<file path="config.mk">
export PLATFORM = sky130hd
export DESIGN_NAME = multicycle_controller
export DESIGN_NICKNAME = d
export VERILOG_FILES = /design/src/rtl/multicycle_controller.sv
export SDC_FILE = /design/constraint.sdc
export NUM_CORES = 1
export LEC_CHECK = 0
export ABC_AREA = 0
export ABC_CLOCK_PERIOD_IN_PS = 1400
export CORE_MARGIN = 8
export CORE_UTILIZATION = 38
export CTS_CLUSTER_SIZE = 10
export DETAILED_ROUTE_END_ITERATION = 12
export PLACE_DENSITY_LB_ADDON = 0.05
export SLEW_MARGIN = 15
export SYNTH_ARGS = -nofsm -noshare
export SYNTH_HDL_FRONTEND = slang
export SYNTH_SLANG_ARGS = --single-unit
export TNS_END_PERCENT = 5
</file>
<file path="constraint.sdc">
create_clock -name clk -period 1.4 [get_ports clk]
set_input_delay 0.14 -clock clk [delete_from_list [all_inputs] [get_ports clk]]
set_output_delay 0.14 -clock clk [all_outputs]
set_load 0.01 [all_outputs]
</file>
<file path="src/rtl/multicycle_controller.sv">
// multicycle_controller
// Control FSM for a shared-ALU, single-memory RISC-V multicycle datapath.
// Decodes opcode/func3/func7 and the ALU flags, and drives all datapath enables
// and mux selects as Moore outputs of the current state. Branch PCWrite,
// ALUControl and ImmSrc also depend on the instruction fields.
//
// Optional feature: define MC_MEM_WAIT_EN to add the mem_ready handshake.
// FETCH, MEMREAD and MEMWRITE then hold until mem_ready=1.
//
// state    | meaning
// FETCH    | read instruction at PC, IR <= mem, PC <= PC+4
// DECODE   | ALUOut <= oldPC+imm (branch/jal target), dispatch on opcode
// MEMADR   | ALUOut <= rs1+imm (load/store address)
// MEMREAD  | MDR <= mem[ALUOut]
// MEMWB    | rd <= MDR
// MEMWRITE | mem[ALUOut] <= rs2
// EXEC_R   | ALUOut <= rs1 op rs2
// EXEC_I   | ALUOut <= rs1 op imm
// ALUWB    | rd <= ALUOut
// BRANCH   | compare rs1/rs2, PC <= ALUOut when taken
// JAL      | PC <= target, ALUOut <= oldPC+4 (link)
// JALR     | ALUOut <= rs1+imm (jump target)
// JALR_PC  | PC <= ALUOut, ALUOut <= oldPC+4 (link)
// LUI      | ALUOut <= 0+imm
module multicycle_controller (
    input  logic       clk,
    input  logic       rst,
    input  logic [6:0] opcode,
    input  logic [2:0] func3,
    input  logic [6:0] func7,
    input  logic       zero,
    input  logic       lt,
`ifdef MC_MEM_WAIT_EN
    input  logic       mem_ready,
`endif
    output logic       PCWrite,
    output logic       AdrSrc,
    output logic       MemWrite,
    output logic       IRWrite,
    output logic       RegWrite,
    output logic [1:0] ResultSrc,
    output logic [1:0] ALUSrcA,
    output logic [1:0] ALUSrcB,
    output logic [2:0] ALUControl,
    output logic [2:0] ImmSrc,
    output logic       instr_done
);

    typedef enum logic [3:0] {
        S_FETCH    = 4'd0,
        S_DECODE   = 4'd1,
        S_MEMADR   = 4'd2,
        S_MEMREAD  = 4'd3,
        S_MEMWB    = 4'd4,
        S_MEMWRITE = 4'd5,
        S_EXEC_R   = 4'd6,
        S_EXEC_I   = 4'd7,
        S_ALUWB    = 4'd8,
        S_BRANCH   = 4'd9,
        S_JAL      = 4'd10,
        S_JALR     = 4'd11,
        S_JALR_PC  = 4'd12,
        S_LUI      = 4'd13
    } state_t;

    localparam logic [6:0] OP_LOAD  = 7'b0000011;
    localparam logic [6:0] OP_STORE = 7'b0100011;
    localparam logic [6:0] OP_R     = 7'b0110011;
    localparam logic [6:0] OP_I     = 7'b0010011;
    localparam logic [6:0] OP_B     = 7'b1100011;
    localparam logic [6:0] OP_JAL   = 7'b1101111;
    localparam logic [6:0] OP_JALR  = 7'b1100111;
    localparam logic [6:0] OP_LUI   = 7'b0110111;

    localparam logic [2:0] ALU_ADD = 3'b000;
    localparam logic [2:0] ALU_SUB = 3'b001;
    localparam logic [2:0] ALU_AND = 3'b010;
    localparam logic [2:0] ALU_OR  = 3'b011;
    localparam logic [2:0] ALU_SLT = 3'b101;

    localparam logic [2:0] IMM_I = 3'b000;
    localparam logic [2:0] IMM_S = 3'b001;
    localparam logic [2:0] IMM_B = 3'b010;
    localparam logic [2:0] IMM_J = 3'b011;
    localparam logic [2:0] IMM_U = 3'b100;

    state_t state_q, state_d;
    logic   mem_rdy;
    logic   branch_taken;
    logic   unused_func7;

    // Only func7[5] (sub vs add) matters to this decoder.
    assign unused_func7 = ^{func7[6], func7[4:0]};

`ifdef MC_MEM_WAIT_EN
    assign mem_rdy = mem_ready;
`else
    assign mem_rdy = 1'b1;
`endif

    // Branch condition from func3; reserved encodings fall through as not taken.
    always_comb begin
        branch_taken = 1'b0;
        case (func3)
            3'b000:  branch_taken = zero;
            3'b001:  branch_taken = ~zero;
            3'b100:  branch_taken = lt;
            3'b101:  branch_taken = ~lt;
            default: branch_taken = 1'b0;
        endcase
    end

    function automatic logic [2:0] alu_dec(input logic [2:0] f3, input logic use_sub);
        logic [2:0] op;
        op = ALU_ADD;
        case (f3)
            3'b000:  op = use_sub ? ALU_SUB : ALU_ADD;
            3'b110:  op = ALU_OR;
            3'b111:  op = ALU_AND;
            3'b010:  op = ALU_SLT;
            default: op = ALU_ADD;
        endcase
        return op;
    endfunction

    function automatic logic [2:0] imm_dec(input logic [6:0] op);
        logic [2:0] imm;
        imm = IMM_I;
        case (op)
            OP_LOAD, OP_I, OP_JALR: imm = IMM_I;
            OP_STORE:               imm = IMM_S;
            OP_B:                   imm = IMM_B;
            OP_JAL:                 imm = IMM_J;
            OP_LUI:                 imm = IMM_U;
            default:                imm = 3'b000;
        endcase
        return imm;
    endfunction

    // State register; reset lands in FETCH immediately.
    always_ff @(posedge clk or posedge rst) begin
        if (rst) begin
            state_q <= S_FETCH;
        end else begin
            state_q <= state_d;
        end
    end

    // Next-state and Moore outputs; everything is forced low while rst is high
    // so an abandoned store or writeback cannot leak out during reset.
    always_comb begin
        state_d    = state_q;
        PCWrite    = 1'b0;
        AdrSrc     = 1'b0;
        MemWrite   = 1'b0;
        IRWrite    = 1'b0;
        RegWrite   = 1'b0;
        ResultSrc  = 2'b00;
        ALUSrcA    = 2'b00;
        ALUSrcB    = 2'b00;
        ALUControl = ALU_ADD;
        ImmSrc     = imm_dec(opcode);
        instr_done = 1'b0;

        case (state_q)
            S_FETCH: begin
                AdrSrc    = 1'b0;
                ALUSrcA   = 2'b00;
                ALUSrcB   = 2'b10;
                ResultSrc = 2'b10;
                if (mem_rdy) begin
                    IRWrite = 1'b1;
                    PCWrite = 1'b1;
                    state_d = S_DECODE;
                end
            end
            S_DECODE: begin
                ALUSrcA = 2'b01;
                ALUSrcB = 2'b01;
                case (opcode)
                    OP_LOAD, OP_STORE: state_d = S_MEMADR;
                    OP_R:              state_d = S_EXEC_R;
                    OP_I:              state_d = S_EXEC_I;
                    OP_B:              state_d = S_BRANCH;
                    OP_JAL:            state_d = S_JAL;
                    OP_JALR:           state_d = S_JALR;
                    OP_LUI:            state_d = S_LUI;
                    default: begin
                        // Unknown opcode retires as a NOP.
                        state_d    = S_FETCH;
                        instr_done = 1'b1;
                    end
                endcase
            end
            S_MEMADR: begin
                ALUSrcA = 2'b10;
                ALUSrcB = 2'b01;
                state_d = (opcode == OP_LOAD) ? S_MEMREAD : S_MEMWRITE;
            end
            S_MEMREAD: begin
                AdrSrc = 1'b1;
                if (mem_rdy) begin
                    state_d = S_MEMWB;
                end
            end
            S_MEMWB: begin
                ResultSrc  = 2'b01;
                RegWrite   = 1'b1;
                instr_done = 1'b1;
                state_d    = S_FETCH;
            end
            S_MEMWRITE: begin
                AdrSrc   = 1'b1;
                MemWrite = 1'b1;
                if (mem_rdy) begin
                    instr_done = 1'b1;
                    state_d    = S_FETCH;
                end
            end
            S_EXEC_R: begin
                ALUSrcA    = 2'b10;
                ALUSrcB    = 2'b00;
                ALUControl = alu_dec(func3, func7[5]);
                state_d    = S_ALUWB;
            end
            S_EXEC_I: begin
                // func7 bits are immediate here, so sub is never selected.
                ALUSrcA    = 2'b10;
                ALUSrcB    = 2'b01;
                ALUControl = alu_dec(func3, 1'b0);
                state_d    = S_ALUWB;
            end
            S_ALUWB: begin
                ResultSrc  = 2'b00;
                RegWrite   = 1'b1;
                instr_done = 1'b1;
                state_d    = S_FETCH;
            end
            S_BRANCH: begin
                ALUSrcA    = 2'b10;
                ALUSrcB    = 2'b00;
                ALUControl = ALU_SUB;
                ResultSrc  = 2'b00;
                PCWrite    = branch_taken;
                instr_done = 1'b1;
                state_d    = S_FETCH;
            end
            S_JAL: begin
                ResultSrc = 2'b00;
                PCWrite   = 1'b1;
                ALUSrcA   = 2'b01;
                ALUSrcB   = 2'b10;
                state_d   = S_ALUWB;
            end
            S_JALR: begin
                ALUSrcA = 2'b10;
                ALUSrcB = 2'b01;
                state_d = S_JALR_PC;
            end
            S_JALR_PC: begin
                ResultSrc = 2'b00;
                PCWrite   = 1'b1;
                ALUSrcA   = 2'b01;
                ALUSrcB   = 2'b10;
                state_d   = S_ALUWB;
            end
            S_LUI: begin
                ALUSrcA = 2'b11;
                ALUSrcB = 2'b01;
                state_d = S_ALUWB;
            end
            default: begin
                state_d = S_FETCH;
            end
        endcase

        if (rst) begin
            PCWrite    = 1'b0;
            AdrSrc     = 1'b0;
            MemWrite   = 1'b0;
            IRWrite    = 1'b0;
            RegWrite   = 1'b0;
            ResultSrc  = 2'b00;
            ALUSrcA    = 2'b00;
            ALUSrcB    = 2'b00;
            ALUControl = ALU_ADD;
            ImmSrc     = 3'b000;
            instr_done = 1'b0;
        end
    end

endmodule

</file>
==> results of run 1 <==
[power by group]
group | switching (µW) | internal, µW | leakage [µW] | total (µW)
clock | 50.1 | 96.1 | 0.0000138 | 146
combinational | 356 | 371 | 0.000632 | 727
sequential | 13.3 | 135 | 0.0000533 | 149
total | 419 | 603 | 0.000699 | 1020
[routing by layer]
metal	global-route usage, %	share of wire, %
met3	3.26	5.8
met4	3.07	1.9
met1	21.8	43
met2	28.3	49
met5	0	0
[worst max-delay path, delay by kind of cell, from the launching register on]
| family | cells | cell delay, ps |
|---|---|---|
| AND/OR/NAND/NOR | 3 | 650 |
| buffers and inverters | 1 | 170 |
| flip-flops | 1 | 410 |
| AO/OA/AOI/OAI | 1 | 70 |
[placed cells by master, fill, tap and decap left out, drive strengths merged, types with 2 or more instances in the layout]
master	synthesis	routed
a21oi	6	6
and3	3	3
buf	5	56
clkbuf	3	4
clkdlybuf4s15	0	2
clkdlybuf4s50	0	6
dfrtp	4	4
dlygate4sd2	0	2
dlymetal6s2s	0	4
inv	4	4
nand2	10	10
nand2b	4	4
nand3	3	3
nor2	9	9
nor2b	4	4
nor3	4	4
nor4	2	2
o211ai	2	2
o21ai	3	3
or3	2	2
or4	3	3
xnor2	3	3
xor2	3	3
[cell type report]
| cell class | count | area, µm² |
|---|---|---|
| flip-flops and latches | 4 | 100 |
| multi-input cells | 81 | 659 |
| fillers | 118 | 329 |
| inverters | 4 | 15.0 |
| clock buffers | 3 | 22.5 |
| repair buffers | 71 | 569 |
| well taps | 25 | 31.3 |
[metrics by stage]
step | util [%] | hold WS, ps
floorplan | - | -80.6
global placement | 72.8 | 494
detailed placement | 72.8 | 498
CTS | 77.1 | 289
global route | 80.9 | 19.3
finish | 80.9 | -10.4
[path summary, 6_finish.rpt]
check / cells after the start / to / slack, ps / start
max in group asynchronous: 3 / state_q[2] / 1300 / rst
hold / removal: 3 / state_q[1] / -10 / rst
setup / recovery: 5 / PCWrite / -290 / state_q[3]
hold reg to reg: 2 / state_q[0] / 700 / state_q[0]
min in group clk: 4 / state_q[0] / 400 / opcode[3]
setup reg to reg: 3 / state_q[0] / 40 / state_q[1]
[logic make-up after synthesis]
group	Yosys count
and+or+nand+nor	53
buffers and inverters	12
AOI/OAI and AO/OA	21
DFF	4
xor gates and xnor gates	6
muxes	1
[timing repair]
| action | 4_1_cts | 5_1_grt |
|---|---|---|
| endpoints found under the setup margin | 21 | 20 |
| gates resized for setup | 105 | 17 |
| buffers inserted | 2 | 3 |
| pin swaps | 7 | 7 |
| cloned | 0 | 0 |
| endpoints found under the hold margin | 0 | 0 |
==> results.sh, run 1 <==
export IMPL_ys_seq_area_share_pct=14.4
export IMPL_syn_area_um2=694
export IMPL_drt_wl_total_um=2940
export IMPL_rows=15
export IMPL_area_delta_synth_final_pct=101
export IMPL_dpl_cell_area_um2=1260
export IMPL_yosys_top_cells_count="nand2_1 (10), nor2_1 (9), a21oi_1 (6)"
export IMPL_cts_buffer_depth=2
export IMPL_avgSynthCellArea_um2=7.16
export IMPL_yosys_top_cells_area="dfrtp_1 (14%), nand2_1 (5.4%), nor2_1 (4.9%)"
export IMPL_cp_arrival_ps=1550
export IMPL_max_cap_violations=0
export IMPL_die_w_um=58.8
export IMPL_holdBufCountCts=0
export IMPL_ys_seq_elements=4
export IMPL_drt_antenna_violating_nets=0
export IMPL_synth_top_area_share_pct=14.4
export IMPL_power_density_nw_per_um2=731
export IMPL_syn_nets=118
export IMPL_grt_pass1_wl_um=4730
export IMPL_setup_viol_count_final=16
export IMPL_worstSkewPairLatency_ps=240
export IMPL_hold_viol=4
export IMPL_drtIter0Drc=31
export IMPL_die_y_um=58.8
export IMPL_hold_class="input port to asynchronous set/reset pin"
export IMPL_htree_levels=1
export IMPL_synthArstFlopShare_pct=100
export IMPL_synth_ff_type="dfrtp_1"
export IMPL_overflow=0
export IMPL_placedCellCount=180
export IMPL_yosys_mux_area_fraction_pct=1.44
export IMPL_slew_viol_final=0
export IMPL_cts_tree="built"
export IMPL_cts_root_buf="clkbuf_4"
export IMPL_cp_required_ps=1260
export IMPL_post_drt_wl_per_cell_um=15.6
export IMPL_core_area_um2=1730
export IMPL_synth_top_family_by_area="simple AND/OR/NAND/NOR gates"
export IMPL_place_hpwl_um=2100
export IMPL_ios=39
export IMPL_tns_ps=-2850
export IMPL_rsz0062_at_grt="true"
export IMPL_synth_cells=97
export IMPL_synthDistinctLibCells=45
export IMPL_synthMostInstantiatedCell="nand2_1"
export IMPL_synth_warnings=0
export IMPL_total_power_uw=1020
export IMPL_peakVddDrop_mv=0.486
export IMPL_max_freq_ghz=0.592
export IMPL_start_util_pct=40.2
export IMPL_globalplace_congestion=0.866
export IMPL_io_buffers=32
export IMPL_n_antenna_cell=0
export IMPL_path_max_fanout=3
export IMPL_worst_slew_pin_slew_ps=242
export IMPL_start_kind="flop"
export IMPL_clock_sinks=4
export IMPL_synth_xor_area_share_pct=7.57
export IMPL_antenna_found_initial=0
export IMPL_finClkSkew_ps=1.59
export IMPL_fin_cells=188
export IMPL_fin_area_um2=1400
export IMPL_timing_slew_headroom_pct=83.9
export IMPL_finish_net_count=186
export IMPL_num_vias=1014
export IMPL_setup_ws_ps=-289
export IMPL_synth_compound_area_share_pct=22.0
export IMPL_critPathMaxStageDelay_ps=410
export IMPL_path_cells="nor2b_4, nand3_2, or3_1, o31ai_1, buf_2"
export IMPL_drc=0
export IMPL_drive_above_1_share_pct=52.1
export IMPL_synthAdderAreaFrac_pct=0
export IMPL_grt_max_degree=15
export IMPL_end_kind="primary output"
export IMPL_largestRegisters="state_q (4)"
export IMPL_cts_buffers=3
export IMPL_synth_edf_count=0
export IMPL_top_register="state_q"
export IMPL_grt_pass1_vias=1002
export IMPL_first_pass_iters=4
export IMPL_violations="negative hold slack, negative setup slack"
export IMPL_clk_pin_slew_worst_paths_ps=40
export IMPL_status="finished with violations"
export IMPL_synth_simple_area_share_pct=43.8
export IMPL_final_period_utilization_pct=121
export IMPL_die_area_um2=3450
export IMPL_critPathKind="flop to primary output"
export IMPL_whs_ps=-10.4
export IMPL_grt_usage_pct=16.9
export IMPL_preCtsSetupSlack_ps=-746
export IMPL_period_needed_ps=1690
export IMPL_cp_slowest_cell="dfrtp_1"
export IMPL_viasPerCell=5.39
export IMPL_static_leakage_power_uw=0.000699
export IMPL_yosysTopAreaCell="dfrtp_1"
export IMPL_largest_register_ffs=4
Note: power is estimated with default switching activity, not from simulation.
==> run 2, diff against run 1 <==
Settings changed: CORE_ASPECT_RATIO set to 1.2, CTS_CLUSTER_SIZE 10 to 14, SLEW_MARGIN 15 to 10.
==> results.sh, run 2 (synthesis results as in run 1) <==
export IMPL_status="finished with violations"
export IMPL_violations="negative hold slack, negative setup slack"
export IMPL_rr_worst_depth=4
export IMPL_cts_buffers=3
export IMPL_core_area_um2=1790
export IMPL_finClkSkew_ps=2.02
export IMPL_cts_root_buf="clkbuf_4"
export IMPL_die_area_um2=3460
export IMPL_static_leakage_power_uw=0.000649
export IMPL_area_delta_synth_final_pct=95.7
export IMPL_hold_viol=4
export IMPL_post_drt_wl_per_cell_um=15.1
export IMPL_power_switching_uw=414
export IMPL_io_buffers=32
export IMPL_worst_slew_pin_slew_ps=245
export IMPL_drtIter0Drc=22
export IMPL_cts_buffer_depth=2
export IMPL_worstSkewPairLatency_ps=230
export IMPL_die_y_um=62.8
export IMPL_critPathLaunch="state_q[3]"
export IMPL_start_util_pct=38.9
export IMPL_peakVddDrop_mv=0.715
export IMPL_comb_power_share_pct=70.9
export IMPL_num_vias=954
export IMPL_cp_num_buf_inv=1
export IMPL_internal_power_uw=572
export IMPL_grt_usage_pct=15.5
export IMPL_grt_pass1_wl_um=4350
export IMPL_power_density_nw_per_um2=726
export IMPL_preCtsSetupSlack_ps=-710
export IMPL_timing_rr_end="state_q[2]"
export IMPL_utilization_pct=76.1
export IMPL_final_period_utilization_pct=122
export IMPL_timing_slew_headroom_pct=83.6
export IMPL_path_cells="nor2b_4, nand3_2, or3_4, o31ai_4, buf_2"
export IMPL_top_register="state_q"
export IMPL_cts_tree="built"
export IMPL_viasPerCell=5.33
export IMPL_period_needed_ps=1710
export IMPL_switching_share_pct=42.0
export IMPL_overflow=0
export IMPL_clkPwrFrac_pct=13.9
export IMPL_cp_top_family="simple AND/OR/NAND/NOR gates"
export IMPL_largest_register_ffs=4
export IMPL_drive_above_1_share_pct=52.5
export IMPL_critPathKind="flop to primary output"
export IMPL_final_common_cell="buf_4"
export IMPL_fin_cells=179
export IMPL_clock_sinks=4
export IMPL_max_cap_violations=0
export IMPL_whs_ps=-14.3
export IMPL_path_max_fanout=4
export IMPL_slew_viol_final=0
export IMPL_r2r_start="state_q[3]"
export IMPL_clk_pin_slew_worst_paths_ps=40
export IMPL_finish_net_count=183
export IMPL_globalplace_congestion=0.787
export IMPL_critPathMaxStageDelay_ps=430
export IMPL_final_cell_mix="buf_4 (29), buf_2 (15), nand2_1 (9)"
export IMPL_end_kind="primary output"
export IMPL_n_antenna_cell=0
export IMPL_start_kind="flop"
export IMPL_ios=39
export IMPL_total_power_uw=986
export IMPL_cp_depth=5
export IMPL_cp_slowest_cell="dfrtp_1"
export IMPL_cp_required_ps=1260
export IMPL_first_pass_iters=4
export IMPL_drc=0
export IMPL_setup_worst_path_end="PCWrite"
export IMPL_htree_levels=1
export IMPL_hold_class="input port to asynchronous set/reset pin"
export IMPL_place_hpwl_um=1990
export IMPL_seqPwrFrac_pct=15.2
export IMPL_max_freq_ghz=0.586
export IMPL_drt_wl_total_um=2710
export IMPL_rows=17
export IMPL_setup_ws_ps=-305
export IMPL_rsz0062_at_grt="true"
export IMPL_antenna_found_initial=0
export IMPL_rrSetupSlack_ps=-50
export IMPL_grt_pass1_vias=997
export IMPL_setup_viol_count_final=17
export IMPL_tns_ps=-3000
export IMPL_die_w_um=55.0
export IMPL_drt_antenna_violating_nets=0
export IMPL_placedCellCount=174
export IMPL_grt_max_degree=15
export IMPL_cp_arrival_ps=1570
export IMPL_largestRegisters="state_q (4)"
==> run 2: cell count changes in the layout (fill, tap and decap cells not counted), sizes merged <==
cell           before  now
buf                56   51
clkdlybuf4s15       2    3
dlygate4sd2         2    6
dlymetal6s2s        4    1
==> run 2: layout make-up <==
| class | instances | area (µm²) |
|---|---|---|
| flip-flops and latches | 4 | 101 |
| fillers | 146 | 428 |
| repair buffers | 68 | 534 |
| inverters | 4 | 15.0 |
| well taps | 19 | 23.8 |
| multi-input cells | 81 | 662 |
| clock buffers | 3 | 22.5 |
==> run 2: worst min-delay path by stage <==
stage | from | end | cells after the start
2_1_floorplan | rst | state_q[0] | 1
3_3_place_gp | rst | state_q[2] | 3
3_5_place_dp | rst | state_q[3] | 3
4_1_cts | rst | state_q[0] | 3
5_1_grt | rst | state_q[1] | 3
6_report | rst | state_q[0] | 3
==> run 2: worst min-delay path: cells and delay by family <==
| kind | cells | cell delay [ps] |
|---|---|---|
| buffers and inverters | 3 | 400 |
==> run 2: repair_timing <==
item,in CTS,in global routing
gates cloned,0,0
setup buffers,1,1
endpoints found under the setup margin,21,20
pin swaps,2,3
resized for setup,103,11
hold buffers,0,0
==> run 2: power groups by stage <==
stage	clock [µW]	combinational (µW)	sequential, µW
after detailed placement	0	687	148
after global routing	151	757	152
after floorplan	0	325	156
after CTS	137	662	149
final	137	699	150
after global placement	0	678	147
==> run 2: metal layers <==
layer / global-route usage, % / vias up / share of wire [%]
met5: 0 / - / 0
met4: 3.61 / 0 / 0
met3: 1.19 / 0 / 4.1
met2: 31.3 / 22 / 60
met1: 15.2 / 454 / 35
li1: - / 478 / -
==> run 2: through the flow <==
| stage | hold slack [ps] | area [µm²] |
|---|---|---|
| floorplan | -80.6 | 709 |
| global placement | 510 | 1250 |
| detailed placement | 492 | 1250 |
| CTS | 279 | 1310 |
| global route | 11.7 | 1360 |
| finish | -14.3 | 1360 |
